<file path="config.mk">
export PLATFORM = sky130hd
export DESIGN_NAME = axi4_lite_mac_slave_flat
export DESIGN_NICKNAME = d
export VERILOG_FILES = /design/src/rtl/axi4_lite_mac_slave_if.sv /design/src/rtl/axi4_lite_mac_slave.sv /design/src/flat_wrapper.sv
export SDC_FILE = /design/constraint.sdc
export NUM_CORES = 2
export LEC_CHECK = 0
export CAP_MARGIN = 20
export CORE_ASPECT_RATIO = 1.75
export CORE_MARGIN = 2
export CORE_UTILIZATION = 55
export CTS_CLUSTER_DIAMETER = 60
export DETAILED_ROUTE_END_ITERATION = 10
export GPL_TIMING_DRIVEN = 1
export PLACE_DENSITY = 0.81
export SLEW_MARGIN = 15
export SYNTH_ARGS = -nofsm -noshare
export SYNTH_HDL_FRONTEND = slang
export SYNTH_SLANG_ARGS = --single-unit
</file>
<file path="constraint.sdc">
create_clock -name ACLK -period 8.8 [get_ports ACLK]
set_input_delay 2.64 -clock ACLK [delete_from_list [all_inputs] [get_ports ACLK]]
set_output_delay 2.64 -clock ACLK [all_outputs]
set_load 0.01 [all_outputs]
</file>
<file path="src/rtl/axi4_lite_mac_slave_if.sv">
// AXI4-Lite slave bus bundle for the MAC register block; master drives requests, slave responds.
interface axi4_lite_mac_slave_if #(
  parameter int unsigned ADDRESS    = 32,
  parameter int unsigned DATA_WIDTH = 32
);
  logic [ADDRESS-1:0]    S_AWADDR;
  logic                  S_AWVALID;
  logic                  S_AWREADY;
  logic [DATA_WIDTH-1:0] S_WDATA;
  logic [3:0]            S_WSTRB;
  logic                  S_WVALID;
  logic                  S_WREADY;
  logic [1:0]            S_BRESP;
  logic                  S_BVALID;
  logic                  S_BREADY;
  logic [ADDRESS-1:0]    S_ARADDR;
  logic                  S_ARVALID;
  logic                  S_ARREADY;
  logic [DATA_WIDTH-1:0] S_RDATA;
  logic [1:0]            S_RRESP;
  logic                  S_RVALID;
  logic                  S_RREADY;

  modport master (
    output S_AWADDR, S_AWVALID, S_WDATA, S_WSTRB, S_WVALID, S_BREADY,
    output S_ARADDR, S_ARVALID, S_RREADY,
    input  S_AWREADY, S_WREADY, S_BRESP, S_BVALID, S_ARREADY, S_RDATA, S_RRESP, S_RVALID
  );

  modport slave (
    input  S_AWADDR, S_AWVALID, S_WDATA, S_WSTRB, S_WVALID, S_BREADY,
    input  S_ARADDR, S_ARVALID, S_RREADY,
    output S_AWREADY, S_WREADY, S_BRESP, S_BVALID, S_ARREADY, S_RDATA, S_RRESP, S_RVALID
  );
endinterface

</file>
<file path="src/rtl/axi4_lite_mac_slave.sv">
// AXI4-Lite slave wrapping a 32x32 unsigned multiply-accumulate into a 64-bit accumulator.
// Define MAC_SATURATE_EN to clamp the accumulator on overflow instead of wrapping.
module axi4_lite_mac_slave #(
  parameter int unsigned ADDRESS    = 32,
  parameter int unsigned DATA_WIDTH = 32
) (
  input  logic                  ACLK,
  input  logic                  ARESET,
  axi4_lite_mac_slave_if.slave  axi,
  output logic                  mac_done
);

  localparam int unsigned AccWidth = 2 * DATA_WIDTH;
  localparam logic [1:0]  RespOkay = 2'b00;
  localparam logic [1:0]  RespSlvErr = 2'b10;

  typedef enum logic [1:0] {WIdle, WAck, WResp} w_state_e;
  typedef enum logic [1:0] {RIdle, RAck, RData} r_state_e;

  w_state_e              w_state_q;
  r_state_e              r_state_q;
  logic                  awready_q;
  logic                  bvalid_q;
  logic [1:0]            bresp_q;
  logic                  arready_q;
  logic                  rvalid_q;
  logic [1:0]            rresp_q;
  logic [DATA_WIDTH-1:0] rdata_q;

  logic [DATA_WIDTH-1:0] opa_q;
  logic [DATA_WIDTH-1:0] opb_q;
  logic [AccWidth-1:0]   prod_q;
  logic [AccWidth-1:0]   acc_q;
  logic                  busy_q;
  logic                  done_q;
  logic                  ovf_q;
  logic                  mac_done_q;

  logic [2:0]            waddr;
  logic [2:0]            raddr;
  logic                  w_req;
  logic                  w_bad;
  logic                  r_start;
  logic                  wr_en;
  logic                  ctrl_wr;
  logic                  ctrl_clr;
  logic                  ctrl_start;
  logic [AccWidth-1:0]   prod_d;
  logic [AccWidth:0]     sum;
  logic [DATA_WIDTH-1:0] rd_data;
  logic [1:0]            rd_resp;
  logic                  unused_addr;

  assign waddr = axi.S_AWADDR[4:2];
  assign raddr = axi.S_ARADDR[4:2];
  assign unused_addr = ^{axi.S_AWADDR[ADDRESS-1:5], axi.S_AWADDR[1:0],
                         axi.S_ARADDR[ADDRESS-1:5], axi.S_ARADDR[1:0]};

  assign w_req   = axi.S_AWVALID && axi.S_WVALID;
  assign w_bad   = (waddr[2:1] == 2'b11);
  // Reads wait for an idle write side so a simultaneous write always goes first.
  assign r_start = axi.S_ARVALID && (w_state_q == WIdle) && !w_req;

  assign wr_en      = (w_state_q == WAck);
  assign ctrl_wr    = wr_en && (waddr == 3'd0) && axi.S_WSTRB[0];
  assign ctrl_clr   = ctrl_wr && axi.S_WDATA[1];
  assign ctrl_start = ctrl_wr && axi.S_WDATA[0] && !axi.S_WDATA[1];

  assign prod_d = {{DATA_WIDTH{1'b0}}, opa_q} * {{DATA_WIDTH{1'b0}}, opb_q};
  assign sum    = {1'b0, acc_q} + {1'b0, prod_q};

  always_comb begin
    rd_data = '0;
    rd_resp = RespOkay;
    case (raddr)
      3'd0:    rd_data = '0;
      3'd1:    rd_data = opa_q;
      3'd2:    rd_data = opb_q;
      3'd3:    rd_data = {{(DATA_WIDTH-3){1'b0}}, ovf_q, done_q, busy_q};
      3'd4:    rd_data = acc_q[DATA_WIDTH-1:0];
      3'd5:    rd_data = acc_q[AccWidth-1:DATA_WIDTH];
      default: rd_resp = RespSlvErr;
    endcase
  end

  always_ff @(posedge ACLK) begin
    if (ARESET) begin
      w_state_q <= WIdle;
      awready_q <= 1'b0;
      bvalid_q  <= 1'b0;
      bresp_q   <= RespOkay;
    end else begin
      case (w_state_q)
        WIdle: begin
          if (w_req) begin
            w_state_q <= WAck;
            awready_q <= 1'b1;
          end
        end
        WAck: begin
          w_state_q <= WResp;
          awready_q <= 1'b0;
          bvalid_q  <= 1'b1;
          bresp_q   <= w_bad ? RespSlvErr : RespOkay;
        end
        WResp: begin
          if (axi.S_BREADY) begin
            w_state_q <= WIdle;
            bvalid_q  <= 1'b0;
            bresp_q   <= RespOkay;
          end
        end
        default: w_state_q <= WIdle;
      endcase
    end
  end

  always_ff @(posedge ACLK) begin
    if (ARESET) begin
      r_state_q <= RIdle;
      arready_q <= 1'b0;
      rvalid_q  <= 1'b0;
      rresp_q   <= RespOkay;
      rdata_q   <= '0;
    end else begin
      case (r_state_q)
        RIdle: begin
          if (r_start) begin
            r_state_q <= RAck;
            arready_q <= 1'b1;
          end
        end
        RAck: begin
          r_state_q <= RData;
          arready_q <= 1'b0;
          rvalid_q  <= 1'b1;
          rdata_q   <= rd_data;
          rresp_q   <= rd_resp;
        end
        RData: begin
          if (axi.S_RREADY) begin
            r_state_q <= RIdle;
            rvalid_q  <= 1'b0;
            rdata_q   <= '0;
            rresp_q   <= RespOkay;
          end
        end
        default: r_state_q <= RIdle;
      endcase
    end
  end

  always_ff @(posedge ACLK) begin
    if (ARESET) begin
      opa_q      <= '0;
      opb_q      <= '0;
      prod_q     <= '0;
      acc_q      <= '0;
      busy_q     <= 1'b0;
      done_q     <= 1'b0;
      ovf_q      <= 1'b0;
      mac_done_q <= 1'b0;
    end else begin
      mac_done_q <= 1'b0;
      for (int b = 0; b < 4; b++) begin
        if (wr_en && axi.S_WSTRB[b] && (waddr == 3'd1)) opa_q[8*b +: 8] <= axi.S_WDATA[8*b +: 8];
        if (wr_en && axi.S_WSTRB[b] && (waddr == 3'd2)) opb_q[8*b +: 8] <= axi.S_WDATA[8*b +: 8];
      end
      if (busy_q) begin
        busy_q     <= 1'b0;
        done_q     <= 1'b1;
        mac_done_q <= 1'b1;
        if (sum[AccWidth]) begin
          ovf_q <= 1'b1;
`ifdef MAC_SATURATE_EN
          acc_q <= '1;
`else
          acc_q <= sum[AccWidth-1:0];
`endif
        end else begin
          acc_q <= sum[AccWidth-1:0];
        end
      end else if (ctrl_start) begin
        busy_q <= 1'b1;
        done_q <= 1'b0;
        prod_q <= prod_d;
      end
      // CLR has the last word over any accumulate landing on the same edge.
      if (ctrl_clr) begin
        acc_q  <= '0;
        done_q <= 1'b0;
        ovf_q  <= 1'b0;
      end
    end
  end

  assign axi.S_AWREADY = awready_q;
  assign axi.S_WREADY  = awready_q;
  assign axi.S_BVALID  = bvalid_q;
  assign axi.S_BRESP   = bresp_q;
  assign axi.S_ARREADY = arready_q;
  assign axi.S_RVALID  = rvalid_q;
  assign axi.S_RDATA   = rdata_q;
  assign axi.S_RRESP   = rresp_q;
  assign mac_done      = mac_done_q;

endmodule
</file>
<file path="src/flat_wrapper.sv">
// flat-port wrapper written by rule: the top's interface ports become plain ports
module axi4_lite_mac_slave_flat 
#(
  parameter int unsigned ADDRESS    = 32,
  parameter int unsigned DATA_WIDTH = 32
)
  (ACLK, ARESET, mac_done, axi_S_AWADDR, axi_S_AWVALID, axi_S_WDATA, axi_S_WSTRB, axi_S_WVALID, axi_S_BREADY, axi_S_ARADDR, axi_S_ARVALID, axi_S_RREADY, axi_S_AWREADY, axi_S_WREADY, axi_S_BRESP, axi_S_BVALID, axi_S_ARREADY, axi_S_RDATA, axi_S_RRESP, axi_S_RVALID);
  axi4_lite_mac_slave_if #(.ADDRESS(ADDRESS), .DATA_WIDTH(DATA_WIDTH)) axi_i ();
  input  logic ACLK;
  input  logic ARESET;
  output logic mac_done;
  input wire logic [$bits(axi_i.S_AWADDR)-1:0] axi_S_AWADDR;
  input wire logic [$bits(axi_i.S_AWVALID)-1:0] axi_S_AWVALID;
  input wire logic [$bits(axi_i.S_WDATA)-1:0] axi_S_WDATA;
  input wire logic [$bits(axi_i.S_WSTRB)-1:0] axi_S_WSTRB;
  input wire logic [$bits(axi_i.S_WVALID)-1:0] axi_S_WVALID;
  input wire logic [$bits(axi_i.S_BREADY)-1:0] axi_S_BREADY;
  input wire logic [$bits(axi_i.S_ARADDR)-1:0] axi_S_ARADDR;
  input wire logic [$bits(axi_i.S_ARVALID)-1:0] axi_S_ARVALID;
  input wire logic [$bits(axi_i.S_RREADY)-1:0] axi_S_RREADY;
  output wire logic [$bits(axi_i.S_AWREADY)-1:0] axi_S_AWREADY;
  output wire logic [$bits(axi_i.S_WREADY)-1:0] axi_S_WREADY;
  output wire logic [$bits(axi_i.S_BRESP)-1:0] axi_S_BRESP;
  output wire logic [$bits(axi_i.S_BVALID)-1:0] axi_S_BVALID;
  output wire logic [$bits(axi_i.S_ARREADY)-1:0] axi_S_ARREADY;
  output wire logic [$bits(axi_i.S_RDATA)-1:0] axi_S_RDATA;
  output wire logic [$bits(axi_i.S_RRESP)-1:0] axi_S_RRESP;
  output wire logic [$bits(axi_i.S_RVALID)-1:0] axi_S_RVALID;
  assign axi_i.S_AWADDR = axi_S_AWADDR;
  assign axi_i.S_AWVALID = axi_S_AWVALID;
  assign axi_i.S_WDATA = axi_S_WDATA;
  assign axi_i.S_WSTRB = axi_S_WSTRB;
  assign axi_i.S_WVALID = axi_S_WVALID;
  assign axi_i.S_BREADY = axi_S_BREADY;
  assign axi_i.S_ARADDR = axi_S_ARADDR;
  assign axi_i.S_ARVALID = axi_S_ARVALID;
  assign axi_i.S_RREADY = axi_S_RREADY;
  assign axi_S_AWREADY = axi_i.S_AWREADY;
  assign axi_S_WREADY = axi_i.S_WREADY;
  assign axi_S_BRESP = axi_i.S_BRESP;
  assign axi_S_BVALID = axi_i.S_BVALID;
  assign axi_S_ARREADY = axi_i.S_ARREADY;
  assign axi_S_RDATA = axi_i.S_RDATA;
  assign axi_S_RRESP = axi_i.S_RRESP;
  assign axi_S_RVALID = axi_i.S_RVALID;
  axi4_lite_mac_slave #(.ADDRESS(ADDRESS), .DATA_WIDTH(DATA_WIDTH)) u_core (.ACLK(ACLK), .ARESET(ARESET), .axi(axi_i), .mac_done(mac_done));
endmodule
</file>
# After elaboration in Yosys (flattened, before gate mapping)
# Cells that the tools add are included.
# Widths: inputs -> output; s select.
[totals]
register_bits = 240
inputBits = 107
output_inout_bits = 42
[op_classes]
addsub = 1
multipliers = 1
n_eq_ne = 16
n_mux = 25
n_bitwise = 1
n_reduce_logical = 42
[ops]
columns = ["op", "n"]
rows = [
  ["$pmux 32 s5", 1],
  ["$add 64x64->65", 1],
  ["$mul 32x32->64", 1],
  ["$pmux 32 s2", 1],
  ["$mux 32", 1],
  ["$logic_and 1x1->1", 20],
  ["$reduce_and 2->1", 8],
  ["$mux 2", 6],
  ["$pmux 2 s3", 2],
  ["$reduce_bool 2->1", 5],
  ["$eq 3x2->1 const B", 3],
  ["$mux 1", 8],
  ["$pmux 1 s2", 4],
  ["$pmux 2 s2", 2],
  ["$eq 2x2->1 const B", 3],
  ["$eq 3x1->1 const B", 2],
  ["$eq 3x3->1 const B", 2],
  ["$logic_not 3->1", 2],
  ["$reduce_or 6->1", 1],
  ["$eq 2x1->1 const B", 2],
  ["$logic_not 2->1", 2],
  ["$ne 2x1->1 const B", 2],
  ["$ne 2x2->1 const B", 2],
  ["$reduce_or 2->1", 2],
  ["2 further kinds", 3],
]

# Longest topological paths before layout
[logic_depth]
word_depth = 7
mapped_depth = 30
depth_no_buf = 29

# Least setup slack after synthesis
# OpenSTA, ideal clock, no wires.
[synth_timing]
path_kind = "reg2reg"
from = "register u_core.opb_q[11]"
to = "register u_core.prod_q[60]"
setup_ns = 0.117
arrival_time_ns = 7.425
required_time_ns = 8.683
slack_ns = 1.258
path_stages_with_launch = 28
path_buffers = 1
synth_period_minus_slack_ns = 7.542
cell_sequence = "dfxtp_1 clkbuf_1 nand2_1 fa_1 inv_1 fa_1 inv_1 fa_1 inv_1 fa_1 fa_1 fa_1 fa_1 inv_1 fa_1 inv_1 ha_1 nand2_1 or4_1 nor2_2 nand2_1 o21ai_0 a2111oi_2 or2_2 or4_1 nand2b_1 xor2_1 a22o_1"
[synth_via]
elab_chain_cells = 1
[synth_rtl]
columns = ["item", "line", "source"]
rows = [
  ["from (decl)", "axi4_lite_mac_slave.sv:31", "logic [DATA_WIDTH-1:0] opb_q;"],
  ["from (signal, indexed assignment)", "axi4_lite_mac_slave.sv:167", "if (wr_en && axi.S_WSTRB[b] && (waddr == 3'd2)) opb_q[8*b +: 8] <= axi.S_WDATA[8*b +: 8];"],
  ["$mul 32x32->64", "axi4_lite_mac_slave.sv:69", "assign prod_d = {{DATA_WIDTH{1'b0}}, opa_q} * {{DATA_WIDTH{1'b0}}, opb_q};"],
  ["to (signal assigned)", "axi4_lite_mac_slave.sv:186", "prod_q <= prod_d;"],
  ["to (decl)", "axi4_lite_mac_slave.sv:32", "logic [AccWidth-1:0] prod_q;"],
]
# No other way between the ends.
# A chain may end at the register's enable or synchronous reset.

# Final worst setup path
[layout_timing]
from = "register u_core.opa_q[25]"
to = "register u_core.prod_q[60]"
[layout_via]
elab_chain_cells = 1
[layout_rtl]
columns = ["item", "line", "source"]
rows = [
  ["from (decl)", "axi4_lite_mac_slave.sv:30", "logic [DATA_WIDTH-1:0] opa_q;"],
  ["from (signal, indexed assignment)", "axi4_lite_mac_slave.sv:166", "if (wr_en && axi.S_WSTRB[b] && (waddr == 3'd1)) opa_q[8*b +: 8] <= axi.S_WDATA[8*b +: 8];"],
  ["$mul 32x32->64", "axi4_lite_mac_slave.sv:69", ""],
]
# No other way between the ends.

==> flow_metrics.py <==
metrics = {
    "route": {
        "dr_total_vias": 37300,
        "via_per_inst": 5.94,
        "wl_per_cell_um": 22.1,
        "drtAntennaViolNets": 0,
        "drc_errors": 0,
        "first_pass_iters": 5,
        "wl_mm": 139,
        "dr.first_iter.drc_count": 2422,
    },
    "final_layout": {
        "register_area_sq_mm": 0.00479,
        "layout-drive-gt1-share_pct": 3.88,
        "num-fill-cells": 7065,
        "syn2layout_area_growth_pct": 6.35,
        "multiInputGateArea_sq_mm": 0.0365,
        "final_area_sq_mm": 0.0488,
        "layout.nets": 6527,
        "final_cell_mix": "926 x inv_1, 897 x fa_1, 673 x nand2_1",
        "final_common_cell": "inv_1",
    },
    "yosys": {
        "syn_avg_cell_area_sq_um": 8.69,
        "yosys_warnings": 0,
        "yosysSeqAreaShare_pct": 10.4,
        "synth_area_leaders": "fa_1 39%, dfxtp_1 10%, ha_1 8.9%",
        "synth.lib_cells_used.distinct": 74,
        "syn_area_sq_mm": 0.0459,
        "synth_ff_type": "dfxtp_1",
        "synth_edf_count": 0,
        "synth-async-reset-ratio_pct": 0,
        "syn_inst": 5279,
        "netlist.area_leader.share_pct": 39.1,
        "ys_ff_latch": 238,
        "synth_top_area_cell": "fa_1",
    },
    "worst_setup_path": {
        "critPathLaunchType": "flip-flop",
        "crit_fanout": 22,
        "crit_top_cell": "fa_1",
        "worstSetupEndpointType": "flip-flop",
        "cpMaxStageDelayCell": "dfxtp_1",
        "rrSetupSlack_ns": 0.34,
        "required_ns": 9.32,
        "crit_type": "reg -> reg",
        "cp_slowest_stage_delay_ns": 0.69,
        "worstPathArrival_ns": 8.98,
    },
    "sta": {
        "worstMarginPinSlew_ns": 1.08,
        "finalCriticalPeriod_ns": 8.46,
        "worst_slack_ns": 0.341,
        "rsz0062_at_grt": "no",
        "period_share_pct": 96.1,
        "skew_ns": 0.0208,
        "max_slew_margin_pct": 27.6,
        "drv_slew": 0,
        "hold_violations": 0,
        "fmax_mhz": 118,
        "whs_ns": 0.463,
        "setup_viol": 0,
        "fin_tns_setup_ns": 0,
    },
    "power_and_ir_drop": {
        "internal_power_mw": 1.67,
        "peakVddDrop_v": 0.000139,
        "power_density_mw_per_mm2": 45.8,
        "p_leak_nw": 23.4,
        "pwr-share-clk_pct": 46.4,
        "p_total_mw": 2.23,
        "swShare_pct": 25.3,
        "power_frac_comb_pct": 4.9,
        "p_seq_share_pct": 48.7,
        "p_switching_mw": 0.565,
    },
    "placed_design": {
        "place_area_sq_mm": 0.0480,
        "portBuffers": 88,
        "gp_congestion": 0.998,
        "pre_cts_ws_ns": 0.228,
        "place_hpwl_mm": 113,
    },
    "floorplan": {
        "die_y_um": 386,
        "num_io_pins": 149,
        "die_w_um": 222,
        "core-area_sq_mm": 0.0830,
        "floorplan.initialDensity_pct": 55.3,
        "row_count": 140,
        "die_area_sq_mm": 0.0859,
    },
    "clocking": {
        "post_cts_buffers": 0,
        "cts_max_level": 1,
        "clk_path_buf_depth": 3,
        "clock_latency_ns": 0.59,
        "cts_buffers": 22,
        "cts-root-buf": "clkbuf_16",
        "post_cts_resized": 0,
        "hold_buffers": 0,
        "clk_pin_slew_ns": 0.07,
        "cts_tree": "built",
        "clock_sinks": 238,
    },
    "grt": {
        "grt_overflow_total": 0,
        "gr-usage-all-layers_pct": 33.2,
        "grt_max_degree": 100,
        "grt_pass1_wl_mm": 218,
        "grt_pass1_vias": 40600,
        "antenna_found_initial": 4,
    },
    "worst_hold_path": {
        "hp-class": "reg -> reg",
    },
    "run": {
        "maxCapViolCount": 0,
    },
    "outcome": {
        "status": "completed",
    },
}
layer usage:
metal / vias up / wire length (um) / GRT usage, %
li1: 16000 / - / -
met3: 785 / 8410 / 3.69
met1: 18600 / 43200 / 32.9
met2: 1818 / 70500 / 59.7
met5: - / 30 / 0
met4: 4 / 16700 / 32.9
final cells by class:
cell class                      count  area share (%)
Clock inverter                     10           0.287
Timing Repair Buffer              216            4.12
Multi-Input combinational cell   3792            74.7
Inverter                          926            7.12
Sequential cell                   238            9.81
Tap cell                         1065            2.73
Clock buffer                       29            1.24
Antenna cell                        2          0.0103
worst paths after layout:
| kind | from | to | cells after the start |
|---|---|---|---|
| max | u_core.opa_q[25] | u_core.prod_q[60] | 27 |
| min | u_core.prod_q[19] | u_core.prod_q[19] | 2 |
| max reg2reg | u_core.opa_q[25] | u_core.prod_q[60] | 27 |
| min reg2reg | u_core.prod_q[19] | u_core.prod_q[19] | 2 |
power by group through the flow:
stage	clock network [mW]	logic, mW	registers [mW]
2_1_floorplan	0	0.0479	1.11
3_3_place_gp	0	0.105	1.11
3_5_place_dp	0	0.106	1.11
4_1_cts	1.05	0.106	1.09
5_1_grt	1.07	0.113	1.09
6_report	1.04	0.109	1.09
cell families (layout without fill, tap and decap cells):
kind of cell	Yosys count	in the layout	synth area share (%)
flip-flops	238	238	10.4
multiplexers	101	101	2.20
other	1	4	0.00817
AND/OR/NAND/NOR	1698	1698	18.0
adder cells (fa/ha/maj)	1224	1224	48.0
AO/OA/AOI/OAI	658	658	9.04
XOR/XNOR	109	109	2.08
buffers and inverters	1250	1181	10.3
synth_stat cells, types with 40 or more instances:
master / n
and2_1: 570
fa_1: 897
mux2i_1: 101
ha_1: 327
a21o_1: 76
clkbuf_1: 314
inv_1: 926
a21oi_1: 267
dfxtp_1: 238
a22oi_1: 61
xnor2_1: 69
xor2_1: 40
nor2_1: 258
nand3_1: 40
nand2_1: 673
o21ai_0: 89
state kept, by name, summed over array words and instances, names as in the netlist:
signal                flops
u_core.acc_q             64
u_core.axi.S_ARREADY      1
u_core.axi.S_BVALID       1
u_core.prod_q            64
u_core.ovf_q              1
u_core.busy_q             1
u_core.axi.S_RRESP        1
u_core.axi.S_AWREADY      1
u_core.opa_q             32
u_core.mac_done           1
u_core.axi.S_RVALID       1
u_core.axi.S_BRESP        1
u_core.r_state_q          2
u_core.w_state_q          2
u_core.opb_q             32
u_core.axi.S_RDATA       32
u_core.done_q             1
critical path: cells and delay by family (launching register included):
family          cells  cell delay [ns]
xor+xnor            1             0.23
buf+inv             6             0.76
fa+ha+maj           9             4.31
compound gates      3             0.47
simple gates        8             1.94
flops               1             0.69
metrics by stage:
step	util [%]	instances
after floorplan	-	5280
after global placement	57.8	6236
after detailed placement	57.9	6237
after CTS	58.8	6276
after global routing	58.8	6277
final	58.8	6278
No activity file was read; power rests on OpenSTA's default activity.
